===== config.mk =====
export PLATFORM = sky130hd
export DESIGN_NAME = register_file_bypass_flat
export DESIGN_NICKNAME = d
export VERILOG_FILES = /design/src/rtl/rf_pkg.sv /design/src/rtl/register_file_bypass_if.sv /design/src/rtl/rf_clear_seq.sv /design/src/rtl/register_file_bypass.sv /design/src/flat_wrapper.sv
export SDC_FILE = /design/constraint.sdc
export NUM_CORES = 1
export LEC_CHECK = 0
export BUFFER_PORTS_ARGS = -buffer_cell sky130_fd_sc_hd__buf_2
export CORE_ASPECT_RATIO = 1.4
export CORE_MARGIN = 2
export CORE_UTILIZATION = 35
export CTS_CLUSTER_SIZE = 10
export DETAILED_ROUTE_END_ITERATION = 8
export GPL_TIMING_DRIVEN = 0
export PLACE_DENSITY_LB_ADDON = 0.05
export SLEW_MARGIN = 20
export SYNTH_ARGS = -nofsm -noshare
export SYNTH_HDL_FRONTEND = slang
export SYNTH_SLANG_ARGS = --single-unit

===== constraint.sdc =====
create_clock -name clk -period 2.53 [get_ports clk]
set_input_delay 0.506 -clock clk [delete_from_list [all_inputs] [get_ports clk]]
set_output_delay 0.506 -clock clk [all_outputs]
set_load 0.02 [all_outputs]

===== src/rtl/rf_pkg.sv =====
`default_nettype none
// ============================================================================
// Module   : rf_pkg
// Purpose  : Shared types and constants for the bypassing register file:
//            clear-sequencer state encoding, default geometry and the
//            select-width derivation used by every file of the block.
// Revision : 1.0  initial release
// ============================================================================
package rf_pkg;

  // Default datapath geometry used by the register file top.
  localparam int RF_DEFAULT_WIDTH = 16;
  localparam int RF_DEFAULT_DEPTH = 8;

  // Clear-sequencer states; explicit one-bit encoding.
  typedef enum logic [0:0] {
    IDLE  = 1'b0,
    CLEAR = 1'b1
  } rf_state_e;

  // Select width for a given register count (DEPTH is a power of two, >= 2).
  function automatic int rf_aw(input int depth);
    return $clog2(depth);
  endfunction

endpackage : rf_pkg
`default_nettype wire


===== src/rtl/register_file_bypass_if.sv =====
`default_nettype none
// ============================================================================
// Module   : register_file_bypass_if
// Purpose  : Bundle of the register-file select, write and read signals.
//            master = decode / datapath side, slave = register file.
// Revision : 1.0  initial release
// ============================================================================
interface register_file_bypass_if
  import rf_pkg::*;
#(
  parameter int WIDTH = RF_DEFAULT_WIDTH,
  parameter int DEPTH = RF_DEFAULT_DEPTH
) ();

  localparam int AW = rf_aw(DEPTH);

  logic [AW-1:0]    AA;
  logic [AW-1:0]    BB;
  logic             RW;
  logic [AW-1:0]    DA;
  logic [WIDTH-1:0] D_data;
  logic             clear_req;
  logic [WIDTH-1:0] A_data;
  logic [WIDTH-1:0] B_data;
  logic             busy;

  modport master (
    output AA, BB, RW, DA, D_data, clear_req,
    input  A_data, B_data, busy
  );

  modport slave (
    input  AA, BB, RW, DA, D_data, clear_req,
    output A_data, B_data, busy
  );

endinterface : register_file_bypass_if
`default_nettype wire


===== src/rtl/rf_clear_seq.sv =====
`default_nettype none
// ============================================================================
// Module   : rf_clear_seq
// Purpose  : Clear sequencer. After reset, or on a clear request while idle,
//            walks a pointer over every register, zeroing one per cycle.
//            busy_o is high for exactly DEPTH cycles per sequence.
// Revision : 1.0  initial release
// ============================================================================
module rf_clear_seq
  import rf_pkg::*;
#(
  parameter int DEPTH = RF_DEFAULT_DEPTH,
  parameter int AW    = rf_aw(DEPTH)
) (
  input  wire logic          clk,
  input  wire logic          reset,
  input  wire logic          clear_req_i,
  output logic               busy_o,
  output logic               clr_we_o,
  output logic [AW-1:0]      clr_addr_o
);

  localparam logic [AW-1:0] LAST_PTR = AW'(DEPTH - 1);

  rf_state_e     state_q, state_d;
  logic [AW-1:0] ptr_q, ptr_d;

  // State and pointer registers; reset (re)starts the sweep at register 0.
  always_ff @(posedge clk) begin
    if (reset) begin
      state_q <= CLEAR;
      ptr_q   <= '0;
    end else begin
      state_q <= state_d;
      ptr_q   <= ptr_d;
    end
  end

  // Next state: a request is only honoured in IDLE; the sweep ends after the last register.
  always_comb begin
    state_d = state_q;
    ptr_d   = ptr_q;
    case (state_q)
      IDLE: begin
        if (clear_req_i) begin
          state_d = CLEAR;
          ptr_d   = '0;
        end
      end
      CLEAR: begin
        if (ptr_q == LAST_PTR) begin
          state_d = IDLE;
          ptr_d   = '0;
        end else begin
          ptr_d = ptr_q + 1'b1;
        end
      end
      default: begin
        state_d = IDLE;
        ptr_d   = '0;
      end
    endcase
  end

  // Outputs: every CLEAR cycle zeroes the register under the pointer.
  always_comb begin
    busy_o     = (state_q == CLEAR);
    clr_we_o   = (state_q == CLEAR);
    clr_addr_o = ptr_q;
  end

endmodule : rf_clear_seq
`default_nettype wire


===== src/rtl/register_file_bypass.sv =====
`default_nettype none
// ============================================================================
// Module   : register_file_bypass
// Purpose  : DEPTH x WIDTH register file, two combinational read ports, one
//            synchronous write port, optional write-to-read bypass, optional
//            hardwired zero register and a sequenced clear flagged by busy.
// Revision : 1.0  initial release
// ============================================================================
module register_file_bypass
  import rf_pkg::*;
#(
  parameter int WIDTH    = RF_DEFAULT_WIDTH,
  parameter int DEPTH    = RF_DEFAULT_DEPTH,
  parameter int ZERO_REG = 1,
  parameter int BYPASS   = 1
) (
  input  wire logic              clk,
  input  wire logic              reset,
  register_file_bypass_if.slave  bus
);

  localparam int AW = rf_aw(DEPTH);

  logic [WIDTH-1:0] mem_q [DEPTH];

  logic             busy;
  logic             clr_we;
  logic [AW-1:0]    clr_addr;
  logic             usr_we;
  logic             dst_is_zero;

  rf_clear_seq #(
    .DEPTH (DEPTH),
    .AW    (AW)
  ) u_clear_seq (
    .clk         (clk),
    .reset       (reset),
    .clear_req_i (bus.clear_req),
    .busy_o      (busy),
    .clr_we_o    (clr_we),
    .clr_addr_o  (clr_addr)
  );

  // A user write lands only when idle and not aimed at the hardwired zero register.
  always_comb begin
    dst_is_zero = (ZERO_REG != 0) && (bus.DA == '0);
    usr_we      = bus.RW && !busy && !dst_is_zero;
  end

  // Storage: the sequencer owns the write port while clearing; no direct reset.
  always_ff @(posedge clk) begin
    if (clr_we) begin
      mem_q[clr_addr] <= '0;
    end else if (usr_we) begin
      mem_q[bus.DA] <= bus.D_data;
    end
  end

  // Read port A: zero while busy or on the zero register, else bypass or stored value.
  always_comb begin
    if (busy || ((ZERO_REG != 0) && (bus.AA == '0))) begin
      bus.A_data = '0;
    end else if ((BYPASS != 0) && usr_we && (bus.DA == bus.AA)) begin
      bus.A_data = bus.D_data;
    end else begin
      bus.A_data = mem_q[bus.AA];
    end
  end

  // Read port B: same selection rule as port A on BB.
  always_comb begin
    if (busy || ((ZERO_REG != 0) && (bus.BB == '0))) begin
      bus.B_data = '0;
    end else if ((BYPASS != 0) && usr_we && (bus.DA == bus.BB)) begin
      bus.B_data = bus.D_data;
    end else begin
      bus.B_data = mem_q[bus.BB];
    end
  end

  // Busy flag straight from the sequencer.
  always_comb begin
    bus.busy = busy;
  end

endmodule : register_file_bypass
`default_nettype wire


===== src/flat_wrapper.sv =====
// flat-port wrapper written by rule: the top's interface ports become plain ports
module register_file_bypass_flat import rf_pkg::*;
#(
  parameter int WIDTH    = RF_DEFAULT_WIDTH,
  parameter int DEPTH    = RF_DEFAULT_DEPTH,
  parameter int ZERO_REG = 1,
  parameter int BYPASS   = 1
)
  (clk, reset, bus_AA, bus_BB, bus_RW, bus_DA, bus_D_data, bus_clear_req, bus_A_data, bus_B_data, bus_busy);
  register_file_bypass_if #(.WIDTH(WIDTH), .DEPTH(DEPTH)) bus_i ();
  input  wire logic clk;
  input  wire logic reset;
  input wire logic [$bits(bus_i.AA)-1:0] bus_AA;
  input wire logic [$bits(bus_i.BB)-1:0] bus_BB;
  input wire logic [$bits(bus_i.RW)-1:0] bus_RW;
  input wire logic [$bits(bus_i.DA)-1:0] bus_DA;
  input wire logic [$bits(bus_i.D_data)-1:0] bus_D_data;
  input wire logic [$bits(bus_i.clear_req)-1:0] bus_clear_req;
  output wire logic [$bits(bus_i.A_data)-1:0] bus_A_data;
  output wire logic [$bits(bus_i.B_data)-1:0] bus_B_data;
  output wire logic [$bits(bus_i.busy)-1:0] bus_busy;
  assign bus_i.AA = bus_AA;
  assign bus_i.BB = bus_BB;
  assign bus_i.RW = bus_RW;
  assign bus_i.DA = bus_DA;
  assign bus_i.D_data = bus_D_data;
  assign bus_i.clear_req = bus_clear_req;
  assign bus_A_data = bus_i.A_data;
  assign bus_B_data = bus_i.B_data;
  assign bus_busy = bus_i.busy;
  register_file_bypass #(.WIDTH(WIDTH), .DEPTH(DEPTH), .ZERO_REG(ZERO_REG), .BYPASS(BYPASS)) u_core (.clk(clk), .reset(reset), .bus(bus_i));
endmodule

==> metrics <==
global placer's final weighted congestion 0.734; worst-skew pair later-pin latency roughly 420 ps; most common cell in the netlist edfxtp_1; die extent in y 170 um; # setup viols final 0; critical path type in2out; nets between 500 and 600; PwrDens 650 nW/um^2; CP Capture Type output pin; Synth Flop Type edfxtp_1; starting density of the core a little over a third; area delta synth->final 22.0%; CTS Sinks 132; Non-Filler Instances between 700 and 800; largest net degree at the start of global routing 17; TritonCTS buffer count 17; via count around 4300; I/O Pins 62; Post-DP HPWL around 14 mm; Seq/Total Area, Yosys about 57%; Worst Path Required slightly above 2000 ps; dpl cell area 7530 sq um; worst hold path class in2reg; final total power 5.45 mW; n_diodes 0; Synth Register Bits between 100 and 150; max cap viols 0; Yosys top cell by area edfxtp_1; Core ar. roughly 19000 sq um; CP Data Arrival Time around 2000 ps; Post-DRT Antenna Nets 0; dpl cells approximately 700; min cycle time layout between 2000 and 2500 ps; number of H-tree levels 4; Synth Net Count ~430; Wirelength per Cell 28.8 um; Die W between 100 and 150 um; Die ar. 20800 sq um; Place WS -277 ps; Tightest Pin Transition 857 ps; status complete, no violations; initial antenna violation count 0; Async S/R FF share, synth 0%; setup TNS 0 ps; grt total ovfl 0; IO buf count 52; DRT iter0 DRCs between 200 and 300; first-pass GRT wire length about 31 mm; RSZ-0062 raised after global routing true; mapped cell area 6870 sq um; Clock transition at path regs about 60 ps; overall routing resource usage approximately 22%; top cell type's share of synthesized area a little under three fifths; Total Routed Length between 20 and 25 mm; root buffer cell clkbuf_16; Ys Warns 0; # rows 60; Post-synth top cells 128 x edfxtp_1, 64 x mux4_2, 32 x mux2i_1, 20 x a21oi_1, 18 x buf_2; CTS tree yes; worst hold slack about 290 ps; share of layout cells above drive strength 1 45.6%; max_slew headroom about 43%; number of global-route vias before repair between 4000 and 5000; Leak about 3.0 nW; first-pass detailed-route iteration total 6; Final Hold Vio Count 0; Util after Layout a little over two fifths; DRC 0; Max IR drop VDD 0.333 mV; fmax about 400 MHz; fin area roughly 8400 sq um; Cell variety after synth 33; syn avg cell area about 17 sq um; period utilization just under 100%; DR vias/cell a little under 6; clock skew ~9.4 ps; number of synthesized flops with an enable pin between 100 and 150; Worst setup SP type input port; Max FO, Critical Path 10; Setup WS post-layout ~30 ps; Syn Inst Count 401; Final Max Slew Viols 0; CTS Buffer Depth 2; Synth area leaders edfxtp_1 56%, mux4_2 21%, mux2i_1 4.7%, buf_6 2.5%, o311a_1 2.3%
## area by class of cell
type	instances	area, sq um
Fill cell	1773	10800
Multi-Input combinational cell	226	2830
Tap cell	248	310
Inverter	4	15.0
Clock buffer	17	425
Timing Repair Buffer	60	398
Buffer	37	350
Clock inverter	15	130
Sequential cell	132	3930
## routing by layer
| layer | vias to the layer above | part of all wire, % | track usage (%) |
|---|---|---|---|
| li1 | 1846 | - | - |
| met1 | 2259 | 41 | 27.5 |
| met2 | 141 | 52 | 36.7 |
| met3 | 34 | 4.1 | 4.64 |
| met4 | 0 | 2.3 | 7.25 |
| met5 | - | 0 | 0 |
## final timing paths
check | startpoint | end | slack (ps) | cells past startpoint
max reg2reg | u_core.u_clear_seq.busy_o | u_core.mem_q[0][8] | 250 | 5
max | bus_AA[1] | bus_A_data[5] | 30 | 6
min | reset | u_core.u_clear_seq.clr_addr_o[2] | 290 | 2
min reg2reg | u_core.u_clear_seq.clr_addr_o[0] | u_core.u_clear_seq.clr_addr_o[0] | 590 | 2
## sequential cells by signal, summed over array words and instances, names as in the netlist
signal,cells
u_core.u_clear_seq.clr_addr_o,3
u_core.mem_q,128
u_core.u_clear_seq.busy_o,1
## critical path, stage by stage
cell	delay [ps]
buf_2	200
buf_2	400
mux4_2	380
mux2i_1	260
a21oi_4	100
buf_6	140
## logic make-up after synthesis
kind of cell | synth area share [%]
flip-flops | 57.1
multiplexers | 25.6
AO/OA/AOI/OAI | 8.05
buffers and inverters | 4.37
AND/OR/NAND/NOR | 3.37
XOR/XNOR | 1.09
adder cells (fa/ha/maj) | 0.364
## placed cells by master, fill, tap and decap left out, types with 9 or more instances in the layout
cell type	n
clkbuf_16	18
edfxtp_1	128
buf_4	20
buf_2	51
o311a_1	16
mux2i_1	31
o21ai_1	16
buf_6	10
and2_1	17
a21oi_1	11
mux4_2	64
nor2_4	9
o31ai_1	12
## repair_timing
action / in CTS / in global routing
cloned: 0 / 1
gates resized for setup: 44 / 24
hold buffers: 0 / 0
pin swaps: 2 / 4
buffers inserted: 4 / 2
setup endpoints to repair: 32 / 31
## report_power, final
| part | internal [mW] | switching (mW) |
|---|---|---|
| registers | 2.48 | 0.0383 |
| logic | 0.264 | 0.348 |
| clock network | 1.35 | 0.968 |
| total | 4.09 | 1.35 |
Power figures use the tool's default switching activity.
